<file path="src/rtl/pc_seq_ctrl.sv">
// OTTER program-counter sequencer: owns the PC, runs the imem fetch handshake and picks the next PC.
// Optional performance counters are compiled in when PC_SEQ_PERF_EN is defined.
module pc_seq_ctrl #(
    parameter logic [31:0] RESET_VEC = 32'h0000_0000,
    parameter int          OP_W      = 3
) (
    input  logic            CLK,
    input  logic            RST,
    input  logic            next_valid,
    input  logic [OP_W-1:0] op,
    input  logic            br_taken,
    input  logic [31:0]     branch_adr,
    input  logic [31:0]     jal_adr,
    input  logic [31:0]     jalr_adr,
    input  logic [31:0]     mtvec,
    input  logic [31:0]     mepc,
    output logic            imem_req,
    output logic [31:0]     imem_addr,
    input  logic            imem_ack,
    output logic [31:0]     pc,
    output logic            pc_valid,
    output logic            misalign_trap,
    output logic [31:0]     bad_target
`ifdef PC_SEQ_PERF_EN
    ,
    output logic [31:0]     instr_cnt,
    output logic [31:0]     redirect_cnt,
    output logic [31:0]     fetch_stall_cnt
`endif
);

    typedef enum logic [1:0] {
        FETCH    = 2'd0,
        ISSUE    = 2'd1,
        REDIRECT = 2'd2
    } state_t;

    state_t      state_q, state_d;
    logic [31:0] pc_q, pc_d;
    logic [31:0] bad_target_q, bad_target_d;

    logic [31:0] pc_plus4;
    logic [31:0] target;
    logic        check_align;
    logic        not_seq;
    logic        misaligned;
    logic        accept;

    assign pc_plus4 = pc_q + 32'd4;
    assign accept   = (state_q == ISSUE) && next_valid;

    // Target mux; only branch-taken, jal and jalr targets are subject to the alignment check.
    always_comb begin
        target      = pc_plus4;
        check_align = 1'b0;
        not_seq     = 1'b0;
        case (op)
            OP_W'(1): begin
                if (br_taken) begin
                    target      = branch_adr;
                    check_align = 1'b1;
                    not_seq     = 1'b1;
                end
            end
            OP_W'(2): begin
                target      = jal_adr;
                check_align = 1'b1;
                not_seq     = 1'b1;
            end
            OP_W'(3): begin
                target      = {jalr_adr[31:1], 1'b0};
                check_align = 1'b1;
                not_seq     = 1'b1;
            end
            OP_W'(4): begin
                target  = mtvec;
                not_seq = 1'b1;
            end
            OP_W'(5): begin
                target  = mepc;
                not_seq = 1'b1;
            end
            default: begin
                target = pc_plus4;
            end
        endcase
    end

    assign misaligned = check_align && (target[1:0] != 2'b00);

    always_comb begin
        state_d      = state_q;
        pc_d         = pc_q;
        bad_target_d = bad_target_q;
        case (state_q)
            FETCH: begin
                if (imem_ack) begin
                    state_d = ISSUE;
                end
            end
            ISSUE: begin
                if (next_valid) begin
                    if (misaligned) begin
                        pc_d         = mtvec;
                        bad_target_d = target;
                        state_d      = REDIRECT;
                    end else begin
                        pc_d    = target;
                        state_d = FETCH;
                    end
                end
            end
            REDIRECT: begin
                state_d = FETCH;
            end
            default: begin
                state_d = FETCH;
            end
        endcase
    end

    always_ff @(posedge CLK or posedge RST) begin
        if (RST) begin
            state_q      <= FETCH;
            pc_q         <= RESET_VEC;
            bad_target_q <= 32'd0;
        end else begin
            state_q      <= state_d;
            pc_q         <= pc_d;
            bad_target_q <= bad_target_d;
        end
    end

    // The reset state is FETCH, so the request is masked by RST to drop it immediately.
    assign imem_req      = (state_q == FETCH) && !RST;
    assign imem_addr     = pc_q;
    assign pc            = pc_q;
    assign pc_valid      = (state_q == ISSUE);
    assign misalign_trap = (state_q == REDIRECT);
    assign bad_target    = bad_target_q;

`ifdef PC_SEQ_PERF_EN
    logic [31:0] instr_cnt_q, instr_cnt_d;
    logic [31:0] redirect_cnt_q, redirect_cnt_d;
    logic [31:0] fetch_stall_cnt_q, fetch_stall_cnt_d;

    always_comb begin
        instr_cnt_d       = instr_cnt_q;
        redirect_cnt_d    = redirect_cnt_q;
        fetch_stall_cnt_d = fetch_stall_cnt_q;
        if (accept) begin
            instr_cnt_d = instr_cnt_q + 32'd1;
            if (not_seq) begin
                redirect_cnt_d = redirect_cnt_q + 32'd1;
            end
        end
        if ((state_q == FETCH) && !imem_ack) begin
            fetch_stall_cnt_d = fetch_stall_cnt_q + 32'd1;
        end
    end

    always_ff @(posedge CLK or posedge RST) begin
        if (RST) begin
            instr_cnt_q       <= 32'd0;
            redirect_cnt_q    <= 32'd0;
            fetch_stall_cnt_q <= 32'd0;
        end else begin
            instr_cnt_q       <= instr_cnt_d;
            redirect_cnt_q    <= redirect_cnt_d;
            fetch_stall_cnt_q <= fetch_stall_cnt_d;
        end
    end

    assign instr_cnt       = instr_cnt_q;
    assign redirect_cnt    = redirect_cnt_q;
    assign fetch_stall_cnt = fetch_stall_cnt_q;
`else
    logic unused_perf;
    assign unused_perf = accept ^ not_seq;
`endif

endmodule

</file>
<file path="config.mk">
export PLATFORM = sky130hd
export DESIGN_NAME = pc_seq_ctrl
export DESIGN_NICKNAME = d
export VERILOG_FILES = /design/src/rtl/pc_seq_ctrl.sv
export SDC_FILE = /design/constraint.sdc
export NUM_CORES = 1
export LEC_CHECK = 0
export BUFFER_PORTS_ARGS = -buffer_cell sky130_fd_sc_hd__buf_4
export CAP_MARGIN = 20
export CORE_UTILIZATION = 46
export CTS_CLUSTER_SIZE = 25
export DETAILED_ROUTE_END_ITERATION = 10
export GPL_TIMING_DRIVEN = 0
export PLACE_DENSITY = 0.9
export RECOVER_POWER = 50
export SLEW_MARGIN = 5
export SYNTH_ARGS = -nofsm -noshare
export SYNTH_HDL_FRONTEND = slang
export SYNTH_SLANG_ARGS = --single-unit
</file>
<file path="constraint.sdc">
create_clock -name CLK -period 2.3 [get_ports CLK]
set_clock_uncertainty 0.15 [all_clocks]
set_input_delay 0.23 -clock CLK [delete_from_list [all_inputs] [get_ports CLK]]
set_output_delay 0.23 -clock CLK [all_outputs]
set_load 0.05 [all_outputs]
</file>
# Yosys cells after proc, flatten, opt, wreduce, memory -nomap -nowiden
# Cells that the tools add are included.
[classes] addsub=1 n_mux=9 n_eq_ne=9 reduce_logical=9
[ops] operator="32-bit one-hot mux with 5 select lines" count=1
[ops] operator="32-bit two-way mux" count=2
[ops] operator="32-bit by 3-bit adder with 32-bit output, second input constant" count=1
[ops] operator="3-bit by 2-bit == test with 1-bit output, second input constant" count=2
[ops] operator="3-bit == test, second input constant" count=2
[ops] operator="2-bit two-way mux" count=3
[ops] operator="2-bit inequality test, second input constant" count=2
[ops] operator="2-bit one-hot mux with 2 select lines" count=1
[ops] operator="2-bit AND reduction" count=2
[ops] operator="3-bit by 1-bit == test with 1-bit output, second input constant" count=1
[ops] operator="3-bit AND reduction" count=1
[ops] operator="2-bit by 1-bit == test with 1-bit output, second input constant" count=1
[ops] operator="2-bit == test, second input constant" count=1
[ops] operator="1-bit logical AND" count=2
[ops] operator="2-bit logical NOT" count=1
[ops] operator="1-bit one-hot mux with 2 select lines" count=1
[ops] operator="2-bit nonzero test" count=1
[ops] operator="2-bit OR reduction" count=1
[ops] operator="1-bit logical NOT" count=1
[ops] operator="1-bit two-way mux" count=1
[totals] inputBits=168 regBits=66

# Depth between registers and ports, before layout
[logic_depth] depth_word=8 ltp_mapped=12 mapped_depth_nobuf=8

# Worst setup path after synthesis
# OpenSTA, ideal clock, no wires.
[synth_timing] path_type="input to register" startpoint="input op[2]" endpoint="register pc_q[2], in the netlist imem_addr[2]" arrival_ns=2.743 t_required_ns=2.032 path_buffers=4 path_stages=11 setup_slack_ns=-0.711 setup_time_ns=0.118 cell_sequence="clkbuf_2 > clkbuf_1 > inv_1 > ha_1 > clkbuf_1 > nand2_2 > a222oi_1 > a311oi_2 > buf_4 > a22o_1 > a21o_1"
[synth_between] elab_chain_len=5
[synth_lines] item="start, declared" line="10" text="input logic [OP_W-1:0] op,"
[synth_lines] item="3-bit == test (tied with other cells)"
[synth_lines] item="32-bit one-hot mux with 5 select lines / 2-bit OR reduction (equally long branches)"
[synth_lines] item="2-bit nonzero test / 1-bit one-hot mux with 2 select lines (equally long branches)" line="89, 57"
[synth_lines] item="1-bit logical AND" line="89" text="assign misaligned = check_align && (target[1:0] != 2'b00);"
[synth_lines] item="32-bit two-way mux *" line="103" text="if (misaligned) begin"
[synth_lines] item="end signal, assigned" line="129" text="pc_q <= pc_d;"
[synth_lines] item="end, declared" line="39" text="logic [31:0] pc_q, pc_d;"
# Every way passes the cells marked *; elsewhere a longest branch is shown, timed or not.
# A chain may end at the register's enable or synchronous reset.

# Worst setup path in the final report
[layout_timing] startpoint="input op[2]" endpoint="register pc_q[19], in the netlist imem_addr[19]"
# Same word-level chain as after synthesis.

==> metrics.log <==
INFO  metric ios = 267
INFO  metric port-buffer-count = 264
INFO  metric synth_seq_area_share = 33.66%
INFO  metric finalWeightedCongestion = 1.007
INFO  metric asyncSetResetFlopFracSynth = 100.0%
INFO  metric core_area = 10320 µm²
INFO  metric irDropWorstVdd = 894.8 µV
INFO  metric finish.utilization = 77.61%
INFO  metric synthesis.instances = 577
INFO  metric net_count_of_the_mapped_netlist = 747
INFO  metric final_cycle_share = 100.1%
INFO  metric seq_power_share = 24.6%
INFO  metric nets = 1067
INFO  metric flip_flop_cell_with_the_highest_count_after_synthesis = dfrtp_1
INFO  metric maxSlewHeadroom = 44.03%
INFO  metric grt_setup_unrepaired = true
INFO  metric chipWidth = 105.3 µm
INFO  metric place.detailed.hpwl = 16390 µm
INFO  metric area_growth_syn_to_layout = 63.33%
INFO  metric netSwitchingFraction = 53.28%
INFO  metric p_leak = 3.716 nW
INFO  metric grt_max_degree = 67
INFO  metric min_from = mtvec[7]
INFO  metric antenna_left = 0
INFO  metric clockBufferDepth = 2
INFO  metric clk_root_buffer_cell = clkbuf_8
INFO  metric gr-usage-all-layers = 40.67%
INFO  metric placementRows = 37
INFO  metric clock_sink_count = 66
INFO  metric ff_to_ff_setup_slack = 30 ps
INFO  metric critPathKind = input pin to flip-flop
INFO  metric count_of_antenna_diodes_in_the_layout = 0
INFO  metric yosys.area.top_type = dfrtp_1
INFO  metric final-instance-count-excl-fill = 1038
INFO  metric numCtsBuffers = 9
INFO  metric timing_hold_violations_final = 0
INFO  metric power.density = 1153 nW/µm²
INFO  metric final_critical_path_setup_slack = -1.384 ps
INFO  metric clock_power_share = 14.9%
INFO  metric outcome = complete, but fails checks
INFO  metric antenna_found_initial = 0
INFO  metric tightest_slew = 839.6 ps
INFO  metric synth_edf_count = 0
INFO  metric yosysMostFrequentCell = dfrtp_1
INFO  metric portion_of_total_power_attributed_to_combinational_logic = 60.5%
INFO  metric critical_path.reg2reg.startpoint = imem_addr[4]$_DFFE_PP0P_
INFO  metric layout_min_cycle_time = 2301 ps
INFO  metric timing.critical_path.fanout_max = 10
INFO  metric mappedNetlistArea = 4906 µm²
INFO  metric crit_path_start_kind = input pin
INFO  metric final.setup.tns = -1.384 ps
INFO  metric arrival = 2430 ps
INFO  metric finish.instance_area = 8013 µm²
INFO  metric vias = 6616
INFO  metric clk_pin_slew = 80 ps
INFO  metric grt_pass1_wl = 34530 µm
INFO  metric drc = 0
INFO  metric placedCellCount = 977
INFO  metric power.internal = 0.004318 W
INFO  metric overall_die_area = 11080 µm²
INFO  metric drt-wirelength-per-cell = 22.53 µm
INFO  metric drv.max_cap_violation_count = 0
INFO  metric tritoncts_clock_tree = built
INFO  metric critPathRequiredTime = 2430 ps
INFO  metric syn_area_per_cell = 8.503 µm²
INFO  metric slew_violations = 0
INFO  metric final_setup_vio_count = 1
INFO  metric worst_reg2reg_path_endpoint = bad_target[16]$_DFFE_PP0P_
INFO  metric preCtsSetupSlack = -966.0 ps
INFO  metric synthTopCellsByCount = dfrtp_1, nor2_1, a21oi_1, a22oi_1, o21ai_0
INFO  metric drive_above_1_share = 42.79%
INFO  metric ys_seq_elements = 66
INFO  metric detail_route.vias_per_cell = 6.374
INFO  metric synth-warning-count = 0
INFO  metric violations = negative setup slack
INFO  metric floorplan.die.height = 105.3 µm
INFO  metric hold-path-cell-count = 3
INFO  metric timing.fmax = 434.5 MHz
INFO  metric dpl_cell_area = 7156 µm²
INFO  metric global_route.overflow_total = 0
INFO  metric drt_iter0_drc = 856
INFO  metric drt_first_pass_iters = 6
INFO  metric nFillCells = 733
INFO  metric endpoint_kind = flip-flop
INFO  metric whs_endpoint = imem_addr[7]$_DFFE_PP0P_
INFO  metric timing.reg2reg.worst_path_depth = 8
INFO  metric netlist_top_cells_area = dfrtp_1, a22oi_1, a21oi_1, mux2i_1, buf_4
INFO  metric worst_skew_pair.late_latency = 360 ps
INFO  metric hp_class = input pin to flip-flop
INFO  metric initial_utilization = 47.52%
INFO  metric h-tree-depth = 3
INFO  metric wl = 23380 µm
INFO  metric synth.lib_cells_used.distinct = 54
INFO  metric netSwitchingPower = 0.004924 W
INFO  metric synth_top_area_share = 33.66%
INFO  metric first_global_vias = 6605
## worst max path at each step
stage | startpoint | endpoint | slack [ps] | cells past startpoint
after floorplan | op[2] | imem_addr[2]$_DFFE_PP0P_ | -260 | 12
after global placement | op[2] | bad_target[20]$_DFFE_PP0P_ | -1260 | 9
after detailed placement | op[2] | bad_target[18]$_DFFE_PP0P_ | -970 | 13
after CTS | op[1] | imem_addr[4]$_DFFE_PP0P_ | 20 | 7
after global routing | imem_addr[11]$_DFFE_PP0P_ | bad_target[16]$_DFFE_PP0P_ | -60 | 8
final | op[2] | imem_addr[19]$_DFFE_PP0P_ | -1 | 15
## power by group through the flow
stage | clock (W) | combinational [W] | sequential, W
after global placement | 0 | 0.00547 | 0.00223
final | 0.00137 | 0.00559 | 0.00227
after global routing | 0.00140 | 0.00582 | 0.00231
after detailed placement | 0 | 0.00557 | 0.00224
after CTS | 0.00136 | 0.00568 | 0.00224
after floorplan | 0 | 0.00215 | 0.00381
## flip-flops by register name (all words and copies together) (netlist names)
signal and flops:
bad_target 32, imem_addr 32, state_q 2
## area by class of cell
cell class,count,area (µm²),share of cell area (%)
Tap cell,136,170.2,2.124
Clock buffer,10,137.6,1.718
Inverter,15,63.81,0.7964
Sequential cell,66,1664,20.77
Clock inverter,6,137.6,1.718
Buffer,72,541.8,6.761
Multi-Input combinational cell,420,2989,37.30
Timing Repair Buffer,313,2308,28.81
## what timing repair did
item	CTS	global route
pin swaps	5	3
hold endpoints to repair	91	0
setup buffers	15	5
gates resized for setup	46	63
endpoints found under the setup margin	63	58
gates cloned	1	1
hold buffers	26	0
## through the flow
stage / hold WS, ps / power (W)
after floorplan: 219.1 / 0.005955
after global placement: 321.0 / 0.007692
after detailed placement: 305.3 / 0.007813
after CTS: 12.81 / 0.009268
after global routing: 39.65 / 0.009531
final: 27.03 / 0.009242
## cells in the final DEF, fill, tap and decap left out, types with 6 or more instances in the layout
cell | netlist | layout
mux2i_1 | 26 | 26
a22oi_1 | 43 | 30
dfrtp_1 | 66 | 56
a222oi_1 | 8 | 8
dfrtp_2 | 0 | 10
buf_6 | 0 | 6
a22oi_2 | 0 | 13
nor2_1 | 54 | 53
nand4_1 | 6 | 6
o21ai_1 | 0 | 21
and2_1 | 10 | 9
a221oi_1 | 15 | 15
clkbuf_2 | 1 | 8
inv_1 | 15 | 12
xor2_1 | 12 | 12
buf_4 | 33 | 282
a21oi_1 | 52 | 51
xnor2_1 | 14 | 14
nor3_1 | 9 | 8
clkbuf_4 | 0 | 6
o22ai_1 | 14 | 14
nand3_1 | 9 | 9
nand2_1 | 22 | 19
dlygate4sd3_1 | 0 | 26
o21ai_0 | 41 | 19
clkbuf_8 | 0 | 11
clkbuf_1 | 30 | 46
## routing by layer
metal	wire length [µm]	up-vias	GRT usage, %
met5	0	-	0
met4	1282	0	22.74
met3	3099	127	11.07
met2	11070	618	66.54
met1	7932	3089	48.23
li1	-	2782	-
## cell families (layout without fill, tap and decap cells)
group	after synthesis	in the layout	synth area share, %
AOI/OAI and AO/OA	213	213	29.25
xor gates and xnor gates	26	26	4.642
adders and majority gates	2	2	0.5100
buffers and inverters	91	416	9.742
DFF	66	66	33.66
muxes	34	34	7.371
and+or+nand+nor	145	145	14.82
## critical path, cell delays in order
cell and delay [ps]:
buf_4 100, clkbuf_16 150, buf_8 130, inv_4 40, ha_4 320, inv_4 50
mux2i_4 220, a222oi_1 110, buf_4 170, a311oi_4 200, buf_6 170, buf_6 150
buf_8 170, a22oi_1 80, o21ai_1 120
Note: power is estimated with default switching activity, not from simulation.
